`config.mk`:
```
export PLATFORM = sky130hd
export DESIGN_NAME = nv_mem_ctrl_flat
export DESIGN_NICKNAME = d
export VERILOG_FILES = /design/src/rtl/nv_mem_pkg.sv /design/src/rtl/nv_mem_ctrl_if.sv /design/src/rtl/nv_rr_arb2.sv /design/src/rtl/nv_mem_ctrl.sv /design/src/flat_wrapper.sv
export SDC_FILE = /design/constraint.sdc
export NUM_CORES = 1
export LEC_CHECK = 0
export CORE_MARGIN = 5
export CORE_UTILIZATION = 36
export CTS_BUF_LIST = sky130_fd_sc_hd__clkbuf_4 sky130_fd_sc_hd__clkbuf_8
export DETAILED_ROUTE_END_ITERATION = 16
export GPL_ROUTABILITY_DRIVEN = 0
export PLACE_DENSITY = 0.8
export SYNTH_ARGS = -nofsm -noshare
export SYNTH_HDL_FRONTEND = slang
export SYNTH_SLANG_ARGS = --single-unit
export TNS_END_PERCENT = 30
```
`constraint.sdc`:
```
create_clock -name clk -period 1.8 [get_ports clk]
set_input_delay 0.18 -clock clk [delete_from_list [all_inputs] [get_ports clk]]
set_output_delay 0.18 -clock clk [all_outputs]
set_load 0.02 [all_outputs]
```
`src/rtl/nv_mem_pkg.sv`:
```
// Shared types and sizes for the nv_memory front-end controller.
package nv_mem_pkg;

   localparam int ADDR_W    = 8;
   localparam int DATA_W    = 64;
   localparam int MEM_DEPTH = 256;
   localparam int PORT0     = 0;
   localparam int PORT1     = 1;

   typedef enum logic [1:0] {
      ST_IDLE,
      ST_ISSUE,
      ST_WAIT,
      ST_RESP
   } nv_state_e;

endpackage

```
`src/rtl/nv_mem_ctrl_if.sv`:
```
// Request/response bundle between the two requesters and nv_mem_ctrl.
interface nv_mem_ctrl_if;
   import nv_mem_pkg::*;

   logic              p0_req,    p1_req;
   logic              p0_we,     p1_we;
   logic [ADDR_W-1:0] p0_addr,   p1_addr;
   logic [DATA_W-1:0] p0_wdata,  p1_wdata;
   logic              p0_gnt,    p1_gnt;
   logic              p0_err,    p1_err;
   logic              p0_rvalid, p1_rvalid;
   logic [DATA_W-1:0] rdata;

   modport master (
      output p0_req, p1_req, p0_we, p1_we, p0_addr, p1_addr, p0_wdata, p1_wdata,
      input  p0_gnt, p1_gnt, p0_err, p1_err, p0_rvalid, p1_rvalid, rdata
   );

   modport slave (
      input  p0_req, p1_req, p0_we, p1_we, p0_addr, p1_addr, p0_wdata, p1_wdata,
      output p0_gnt, p1_gnt, p0_err, p1_err, p0_rvalid, p1_rvalid, rdata
   );

endinterface

```
`src/rtl/nv_rr_arb2.sv`:
```
// Two-requester round-robin arbiter; the last-grant flop only moves when upd_en is set.
module nv_rr_arb2 (
   input  logic       clk,
   input  logic       rst_n,
   input  logic [1:0] req,
   input  logic       upd_en,
   output logic [1:0] gnt
);

   // last = 1 means port 1 was granted last, so port 0 has priority
   logic last;

   always_comb begin
      gnt = 2'b00;
      if (req[0] && (!req[1] || last)) gnt[0] = 1'b1;
      else if (req[1])                 gnt[1] = 1'b1;
   end

   always_ff @(posedge clk or negedge rst_n) begin
      if (!rst_n)                 last <= 1'b1;
      else if (upd_en && |gnt)    last <= gnt[1];
   end

endmodule

```
`src/rtl/nv_mem_ctrl.sv`:
```
// Shares the single-port nv_memory between the decryptor (port 0) and the loader (port 1),
// one access at a time, with a sticky lock protecting the key region.
module nv_mem_ctrl
   import nv_mem_pkg::*;
#(
   parameter logic [ADDR_W-1:0] KEY_BASE = 8'hC0,
   parameter int                RD_LAT   = 1
) (
   input  logic              clk,
   input  logic              rst_n,
   nv_mem_ctrl_if.slave      bus,
   input  logic              lock_set,
   output logic              locked,
   output logic              mem_w,
   output logic [ADDR_W-1:0] mem_addr_in,
   output logic [DATA_W-1:0] mem_data_in,
   input  logic [DATA_W-1:0] mem_data_out
);

   nv_state_e         state;
   logic [1:0]        req, arb_gnt;
   logic [1:0]        gnt_q, err_q, rvalid_q;
   logic [DATA_W-1:0] rdata_q;
   logic [1:0]        wcnt;
   logic              own, rd_q;
   logic              win, sel_we, refuse;
   logic [ADDR_W-1:0] sel_addr;
   logic [DATA_W-1:0] sel_wdata;

   assign req = {bus.p1_req, bus.p0_req};

   nv_rr_arb2 u_arb (
      .clk    (clk),
      .rst_n  (rst_n),
      .req    (req),
      .upd_en (state == ST_IDLE),
      .gnt    (arb_gnt)
   );

   assign win       = arb_gnt[PORT1];
   assign sel_we    = win ? bus.p1_we    : bus.p0_we;
   assign sel_addr  = win ? bus.p1_addr  : bus.p0_addr;
   assign sel_wdata = win ? bus.p1_wdata : bus.p0_wdata;
   // Port 0 (decryptor) may still read keys once locked; nobody may write them.
   assign refuse    = locked && (sel_addr >= KEY_BASE) && (sel_we || win);

   always_ff @(posedge clk or negedge rst_n) begin
      if (!rst_n) locked <= 1'b0;
      else        locked <= locked | lock_set;
   end

   always_ff @(posedge clk or negedge rst_n) begin
      if (!rst_n) begin
         state       <= ST_IDLE;
         gnt_q       <= '0;
         err_q       <= '0;
         rvalid_q    <= '0;
         rdata_q     <= '0;
         mem_w       <= 1'b0;
         mem_addr_in <= '0;
         mem_data_in <= '0;
         wcnt        <= '0;
         own         <= 1'b0;
         rd_q        <= 1'b0;
      end else begin
         gnt_q    <= '0;
         err_q    <= '0;
         rvalid_q <= '0;
         mem_w    <= 1'b0;
         case (state)
            ST_IDLE: if (|req) begin
               own         <= win;
               mem_addr_in <= sel_addr;
               mem_data_in <= sel_wdata;
               gnt_q       <= arb_gnt;
               err_q       <= refuse ? arb_gnt : 2'b00;
               mem_w       <= sel_we && !refuse;
               rd_q        <= !sel_we && !refuse;
               state       <= ST_ISSUE;
            end
            ST_ISSUE: begin
               wcnt  <= 2'(RD_LAT - 1);
               state <= rd_q ? ST_WAIT : ST_IDLE;
            end
            ST_WAIT: begin
               if (wcnt == 2'd0) begin
                  rdata_q       <= mem_data_out;
                  rvalid_q[own] <= 1'b1;
                  state         <= ST_RESP;
               end else begin
                  wcnt <= wcnt - 2'd1;
               end
            end
            ST_RESP: state <= ST_IDLE;
            default: state <= ST_IDLE;
         endcase
      end
   end

   assign bus.p0_gnt    = gnt_q[PORT0];
   assign bus.p1_gnt    = gnt_q[PORT1];
   assign bus.p0_err    = err_q[PORT0];
   assign bus.p1_err    = err_q[PORT1];
   assign bus.p0_rvalid = rvalid_q[PORT0];
   assign bus.p1_rvalid = rvalid_q[PORT1];
   assign bus.rdata     = rdata_q;

endmodule

```
`src/flat_wrapper.sv`:
```
// flat-port wrapper written by rule: the top's interface ports become plain ports
module nv_mem_ctrl_flat import nv_mem_pkg::*;
#(
   parameter logic [ADDR_W-1:0] KEY_BASE = 8'hC0,
   parameter int                RD_LAT   = 1
)
  (clk, rst_n, lock_set, locked, mem_w, mem_addr_in, mem_data_in, mem_data_out, bus_p0_req, bus_p1_req, bus_p0_we, bus_p1_we, bus_p0_addr, bus_p1_addr, bus_p0_wdata, bus_p1_wdata, bus_p0_gnt, bus_p1_gnt, bus_p0_err, bus_p1_err, bus_p0_rvalid, bus_p1_rvalid, bus_rdata);
  nv_mem_ctrl_if bus_i ();
  input  logic clk;
  input  logic rst_n;
  input  logic lock_set;
  output logic locked;
  output logic mem_w;
  output logic [ADDR_W-1:0] mem_addr_in;
  output logic [DATA_W-1:0] mem_data_in;
  input  logic [DATA_W-1:0] mem_data_out;
  input wire logic [$bits(bus_i.p0_req)-1:0] bus_p0_req;
  input wire logic [$bits(bus_i.p1_req)-1:0] bus_p1_req;
  input wire logic [$bits(bus_i.p0_we)-1:0] bus_p0_we;
  input wire logic [$bits(bus_i.p1_we)-1:0] bus_p1_we;
  input wire logic [$bits(bus_i.p0_addr)-1:0] bus_p0_addr;
  input wire logic [$bits(bus_i.p1_addr)-1:0] bus_p1_addr;
  input wire logic [$bits(bus_i.p0_wdata)-1:0] bus_p0_wdata;
  input wire logic [$bits(bus_i.p1_wdata)-1:0] bus_p1_wdata;
  output wire logic [$bits(bus_i.p0_gnt)-1:0] bus_p0_gnt;
  output wire logic [$bits(bus_i.p1_gnt)-1:0] bus_p1_gnt;
  output wire logic [$bits(bus_i.p0_err)-1:0] bus_p0_err;
  output wire logic [$bits(bus_i.p1_err)-1:0] bus_p1_err;
  output wire logic [$bits(bus_i.p0_rvalid)-1:0] bus_p0_rvalid;
  output wire logic [$bits(bus_i.p1_rvalid)-1:0] bus_p1_rvalid;
  output wire logic [$bits(bus_i.rdata)-1:0] bus_rdata;
  assign bus_i.p0_req = bus_p0_req;
  assign bus_i.p1_req = bus_p1_req;
  assign bus_i.p0_we = bus_p0_we;
  assign bus_i.p1_we = bus_p1_we;
  assign bus_i.p0_addr = bus_p0_addr;
  assign bus_i.p1_addr = bus_p1_addr;
  assign bus_i.p0_wdata = bus_p0_wdata;
  assign bus_i.p1_wdata = bus_p1_wdata;
  assign bus_p0_gnt = bus_i.p0_gnt;
  assign bus_p1_gnt = bus_i.p1_gnt;
  assign bus_p0_err = bus_i.p0_err;
  assign bus_p1_err = bus_i.p1_err;
  assign bus_p0_rvalid = bus_i.p0_rvalid;
  assign bus_p1_rvalid = bus_i.p1_rvalid;
  assign bus_rdata = bus_i.rdata;
  nv_mem_ctrl #(.KEY_BASE(KEY_BASE), .RD_LAT(RD_LAT)) u_core (.clk(clk), .rst_n(rst_n), .bus(bus_i), .lock_set(lock_set), .locked(locked), .mem_w(mem_w), .mem_addr_in(mem_addr_in), .mem_data_in(mem_data_in), .mem_data_out(mem_data_out));
endmodule
```
==> flow_metrics.tcl, run 1 <==
set metrics [dict create \
    drtPass1Iterations 6 \
    viasPerCell 4.76 \
    worst-path-buf-inv 3 \
    critPathMaxStageDelay_ns 0.47 \
    worst_slack_ns 0.0244 \
    synth_top_area_frac 0.566 \
    drv_slew 0 \
    clk_latency_ns 0.44 \
    grt_first_pass_wirelength_um 31900 \
    avgRoutedWirePerCell_um 20.2 \
    critPathTopFamily "simple AND/OR/NAND/NOR gates" \
    first_iter_violations 78 \
    r2r_end "u_core.bus.rdata[51]$_DFFE_PN0P_" \
    htree_num_levels 4 \
    synth-compound-area-share 0.0147 \
    ant_nets 0 \
    finalSetupViolCount 0 \
    drc 0 \
    dpl.hpwl_um 16500 \
    cp-start-kind "register" \
    endpoint_kind "register" \
    synthAdderAreaFrac 0.00189 \
    setup_tns_ns 0 \
    root_buffer "clkbuf_8" \
    worstPathCellList "inv_2, ha_4, inv_2, or3_4, clkbuf_16, mux2_4" \
    path_max_fanout 8 \
    dpl.cell_count 1008 \
    ys_seq_area_frac 0.570 \
    yosys.area.top_type "dfrtp_1" \
    synth_area_sq_um 6630 \
    max_slew_margin 0.654 \
    area_growth_pct 68.0 \
    cp.arrival_ns 2.11 \
    finalNetCount 1023 \
    core_sq_um 18000 \
    period_needed_ns 1.78 \
    synth_edf_count 0 \
    instances_no_fill 1049 \
    grt_pass1_vias 5606 \
    min_path_type "input pin to asynchronous set/reset pin" \
    synth_warnings 0 \
    cap_violations 0 \
    clk_path_buf_depth 2 \
    top_level_ports 359 \
    rows 49 \
    synth_top_family_by_area "multiplexers" \
    yosysUniqueCellTypes 30 \
    overflow 0 \
    yosys-top-cells-count "mux2_2 (182), dfrtp_1 (150), mux2_4 (27)" \
    fp.dieW_um 146 \
    vias 4988 \
    diodes 0 \
    cts.sinks 151 \
    finalHoldViolations 0 \
    ir_drop_mv 1.01 \
    cpMaxStageDelayCell "or3_4" \
    power.leakage_nw 4.65 \
    worst_pin_slew_ns 0.513 \
    drive_above_1_share 0.341 \
    crit_top_cell "inv_2" \
    fin_util 0.618 \
    min_period_over_period 0.986 \
    synthArstFlopShare 1.00 \
    r2r_cells 6 \
    synth_nets 643 \
    ys_ff_latch 151 \
    synth_mux_area_frac 0.373 \
    cts_tree "yes" \
    status "finished clean" \
    chipHeight_um 146 \
    wirelength_um 21200 \
    yosysMostFrequentCell "mux2_2" \
    grt_max_degree 52 \
    clock_skew_ns 0.0150 \
    max_freq_mhz 563 \
    path_clk_slew_ns 0.08 \
    power_mw 18.8 \
    worstPathRequired_ns 2.13 \
    syn_area_per_cell_sq_um 15.5 \
    rsz0062_at_grt "yes" \
    pwr_density_cell_nw_per_um2 1690 \
    syn_inst 427 \
    synth-simple-area-share 0.0153 \
    die_area_sq_um 21200 \
    place_ws_ns -0.162 \
    start_util 0.368 \
    yosys-top-cells-area "dfrtp_1 (57%), mux2_2 (31%), mux2_4 (6.1%)" \
    cts_inserted_buffers 17 \
    portBuffers 358 \
    path_class "register to register" \
    rr_startpoint "u_core.wcnt[1]$_DFFE_PN0P_" \
    synth-xor-area-share 0 \
    synthFlopType "dfrtp_1" \
    antenna_found_initial 0 \
    regToRegSetupSlack_ns 0.02 \
    grt_use_total 0.191 \
]
## timing repair
| item | 4_1_cts | 5_1_grt |
|---|---|---|
| buffers inserted | 0 | 3 |
| setup endpoints to repair | 7 | 51 |
| gates cloned | 0 | 5 |
| gates resized for setup | 1 | 9 |
| pin swaps | 0 | 3 |
| hold buffers | 1 | 0 |
| hold endpoints to repair | 47 | 0 |
## layout make-up
cell class / instances / area [sq um]
fill: 1345 / 6880
timing repair buffer: 386 / 3940
sequential: 151 / 3780
multi-input combinational: 246 / 2730
tap: 229 / 287
clock buffer: 18 / 241
clock inverter: 14 / 148
inverter: 5 / 18.8
## where the power goes
| group | total [mW] | internal, mW | leakage, nW | switching (mW) |
|---|---|---|---|---|
| clock network | 2.57 | 1.26 | 0.197 | 1.31 |
| registers | 6.01 | 5.09 | 1.78 | 0.921 |
| logic | 10.3 | 5.72 | 2.68 | 4.53 |
## logic make-up (layout without fill, tap and decap cells)
family	Yosys count	after routing
simple gates	20	20
buf+inv	30	423
mux	211	211
compound gates	14	14
fa+ha+maj	1	1
flops	151	151
## worst max path at each step
stage                               start                           endpoint  slack (ns)  cells after the start
2_1_floorplan  u_core.wcnt[0]$_DFFE_PN0P_   u_core.bus.rdata[35]$_DFFE_PN0P_        0.03                      8
5_1_grt        u_core.wcnt[1]$_DFFE_PN0P_   u_core.bus.rdata[52]$_DFFE_PN0P_       -0.04                      6
6_report       u_core.wcnt[1]$_DFFE_PN0P_   u_core.bus.rdata[51]$_DFFE_PN0P_        0.02                      6
3_3_place_gp                   bus_p0_req  u_core.mem_addr_in[7]$_DFFE_PN0P_       -0.13                      6
3_5_place_dp                   bus_p0_req  u_core.mem_addr_in[0]$_DFFE_PN0P_       -0.16                      6
4_1_cts        u_core.wcnt[0]$_DFFE_PN0P_   u_core.bus.rdata[40]$_DFFE_PN0P_       -0.02                      6
## state kept, by name (all words and copies together) (netlist names), named ones only
name and cells:
u_core.locked 1, u_core.mem_w 1, u_core.rvalid_q 2, u_core.err_q 2, u_core.state 1, u_core.mem_addr_in 8
u_core.u_arb.last 1, u_core.bus.rdata 64, u_core.mem_data_in 64, u_core.own 1, u_core.wcnt 2, u_core.rd_q 1
u_core.gnt_q 2
## metrics by stage
stage / hold slack (ns) / cell area, sq um
4_1_cts: 0.247 / 11000
3_3_place_gp: 0.172 / 10600
6_report: 0.250 / 11100
3_5_place_dp: 0.177 / 10600
5_1_grt: 0.262 / 11100
2_1_floorplan: -0.116 / 6630
## metal layers
| metal | part of all wire | global-route usage |
|---|---|---|
| met5 | 0 | 0 |
| met4 | 0.016 | 0.0518 |
| met3 | 0.086 | 0.0813 |
| met2 | 0.53 | 0.340 |
| met1 | 0.37 | 0.207 |
## layout by cell type (no fill, tap or decap), drive strengths merged, types with 2 or more instances in the layout
master / instances
clkdlybuf4s50: 356
mux2: 209
dfrtp: 150
buf: 25
clkbuf: 21
inv: 9
clkinv: 6
nand3: 5
nor2: 4
a21oi: 4
nor3: 3
nand2: 2
mux2i: 2
o21ai: 2
o2bb2ai: 2
bufinv: 2
clkinvlp: 2
(Power assumes the default switching activity.)
==> run 2: changes to the inputs <==
--- a/config.mk
+++ b/config.mk
@@ -5,6 +5,7 @@
 export SDC_FILE = /design/constraint.sdc
 export NUM_CORES = 1
 export LEC_CHECK = 0
+export ABC_CLOCK_PERIOD_IN_PS = 1800
 export CORE_MARGIN = 5
 export CORE_UTILIZATION = 36
 export CTS_BUF_LIST = sky130_fd_sc_hd__clkbuf_4 sky130_fd_sc_hd__clkbuf_8
==> results of run 2 <==
No change in the layout: final DEF, timing and power equal those of run 1.
==> run 3: changes to the inputs <==
--- a/config.mk
+++ b/config.mk
@@ -5,13 +5,13 @@
 export SDC_FILE = /design/constraint.sdc
 export NUM_CORES = 1
 export LEC_CHECK = 0
-export ABC_CLOCK_PERIOD_IN_PS = 1800
-export CORE_MARGIN = 5
-export CORE_UTILIZATION = 36
+export ABC_CLOCK_PERIOD_IN_PS = 2100
+export CORE_AREA = 4 4 136 138
 export CTS_BUF_LIST = sky130_fd_sc_hd__clkbuf_4 sky130_fd_sc_hd__clkbuf_8
 export DETAILED_ROUTE_END_ITERATION = 16
+export DIE_AREA = 0 0 140 142
 export GPL_ROUTABILITY_DRIVEN = 0
-export PLACE_DENSITY = 0.8
+export PLACE_DENSITY = 0.81
 export SYNTH_ARGS = -nofsm -noshare
 export SYNTH_HDL_FRONTEND = slang
 export SYNTH_SLANG_ARGS = --single-unit
==> constraint.sdc (replaced) <==
create_clock -name clk -period 2.1 [get_ports clk]
set_input_delay 0.21 -clock clk [delete_from_list [all_inputs] [get_ports clk]]
set_output_delay 0.21 -clock clk [all_outputs]
set_load 0.02 [all_outputs]
==> run 3 against run 2 <==
Effect of this change:
- non-clock buffer count shrank 16
- clock power shrank 9.7%
- wire length shrank 7.8%
- sequential power shrank 14%
- worst setup slack gained 0.24 ns
- critical path depth is the same
- largest cell class is now registers
==> flow_metrics.tcl, run 3 (synthesized netlist as in run 1, its figures left out) <==
set metrics [dict create \
    status "finished clean" \
    mostFrequentLayoutCell "clkdlybuf4s50_1" \
    cts.sinks 151 \
    rsz0062_at_grt "no" \
    cts_tree "yes" \
    fin_area_sq_um 11000 \
    cts_inserted_buffers 17 \
    grt_max_degree 68 \
    wirelength_um 19500 \
    grt_first_pass_wirelength_um 30300 \
    cp-start-kind "register" \
    clock_skew_ns 0.0113 \
    htree_num_levels 4 \
    ctsResizeCount 0 \
    finalNetCount 1007 \
    regArea_sq_um 3780 \
    drc 0 \
    clk_path_buf_depth 2 \
    finalHoldViolations 0 \
    root_buffer "clkbuf_8" \
    endpoint_kind "register" \
    mostFrequentLayoutCells "clkdlybuf4s50_1 (357), mux2_2 (182), dfrtp_1 (150), mux2_4 (27), clkbuf_8 (18)" \
    grt_pass1_vias 5480 \
    top_level_ports 359 \
    avgRoutedWirePerCell_um 19.0 \
    overflow 0 \
    rows 48 \
    fp.dieW_um 140 \
    worstPathRequired_ns 2.41 \
    path_max_fanout 67 \
    place_area_sq_um 10500 \
    grt_use_total 0.193 \
    diodes 0 \
    finalSetupViolCount 0 \
    multi_input_area_sq_um 2710 \
    viasPerCell 4.76 \
    ant_nets 0 \
    drv_slew 0 \
    p_switching_mw 5.64 \
    clk_latency_ns 0.43 \
    period_needed_ns 1.83 \
    path_clk_slew_ns 0.08 \
    cap_violations 0 \
    min_path_type "input pin to asynchronous set/reset pin" \
    chipHeight_um 142 \
    p_clk_frac 0.145 \
    area_growth_pct 65.3 \
    setup_tns_ns 0 \
    nFillCells 1311 \
    intPower_mw 10.3 \
    start_util 0.386 \
    ir_drop_mv 0.947 \
    cp.arrival_ns 2.15 \
    power.leakage_nw 4.55 \
    min_period_over_period 0.873 \
    first_iter_violations 88 \
    drive_above_1_share 0.323 \
    drtPass1Iterations 4 \
    max_freq_mhz 545 \
    dpl.hpwl_um 15400 \
    max_slew_margin 0.684 \
    switching_share 0.353 \
    die_area_sq_um 19900 \
    pwr_density_cell_nw_per_um2 1460 \
    path_class "register to register" \
    portBuffers 358 \
    core_sq_um 17200 \
    combPwrFrac 0.533 \
    p_seq_frac 0.322 \
    antenna_found_initial 0 \
    post_cts_buffers 0 \
    worst_pin_slew_ns 0.469 \
    vias 4895 \
]
[run 3: routing by layer]
layer / share of wire / GRT usage
met5: 0 / 0
met4: 0.019 / 0.0571
met3: 0.087 / 0.0763
met2: 0.53 / 0.351
met1: 0.36 / 0.209
[run 3: final timing paths]
path / startpoint / to / slack [ns] / cells past startpoint
max in group asynchronous: rst_n / u_core.mem_data_in[25]$_DFFE_PN0P_ / 1.20 / 3
worst max-delay path: u_core.wcnt[0]$_DFFE_PN0P_ / u_core.bus.rdata[59]$_DFFE_PN0P_ / 0.27 / 6
min in group clk: lock_set / u_core.locked$_DFF_PN0_ / 0.38 / 2
worst max register to register: u_core.wcnt[0]$_DFFE_PN0P_ / u_core.bus.rdata[59]$_DFFE_PN0P_ / 0.27 / 6
worst min-delay path: rst_n / u_core.bus.rdata[12]$_DFFE_PN0P_ / 0.23 / 2
worst min register to register: u_core.mem_data_in[21]$_DFFE_PN0P_ / u_core.mem_data_in[21]$_DFFE_PN0P_ / 0.51 / 1
[run 3: layout make-up]
class                      count  share of cell area
clock buffer                  21              0.0246
clock inverter                10              0.0135
inverter                       5             0.00171
multi-input combinational    246               0.247
sequential                   151               0.345
tap                          225              0.0257
timing repair buffer         370               0.343
[run 3: critical path, stage by stage, from the launching register on]
cell,delay [ns]
dfrtp_1,0.42
inv_1,0.07
ha_1,0.19
inv_1,0.07
or3_4,0.34
buf_12,0.21
mux2_4,0.35
[run 3: power groups by stage]
stage	Clock [mW]	Sequential, mW	Combinational, mW
after floorplan	0	6.81	2.86
after global placement	0	5.12	8.44
after detailed placement	0	5.21	8.62
after CTS	2.41	5.17	8.65
after global routing	2.51	5.34	8.95
final	2.32	5.15	8.52
[run 3: per-stage QoR]
step / setup WS, ns / cells / utilization / power [mW] / hold WS (ns)
3_5_place_dp: 0.0792 / 996 / 0.614 / 13.8 / 0.126
4_1_cts: 0.287 / 1028 / 0.639 / 16.2 / 0.199
6_report: 0.266 / 1028 / 0.639 / 16.0 / 0.235
2_1_floorplan: 0.333 / 427 / - / 9.67 / -0.0856
3_3_place_gp: 0.151 / 996 / 0.614 / 13.6 / 0.126
5_1_grt: 0.195 / 1028 / 0.639 / 16.8 / 0.213
[run 3: timing repair]
item,in CTS,in global routing
setup endpoints to repair,0,0
hold buffers,1,0
hold endpoints to repair,70,0
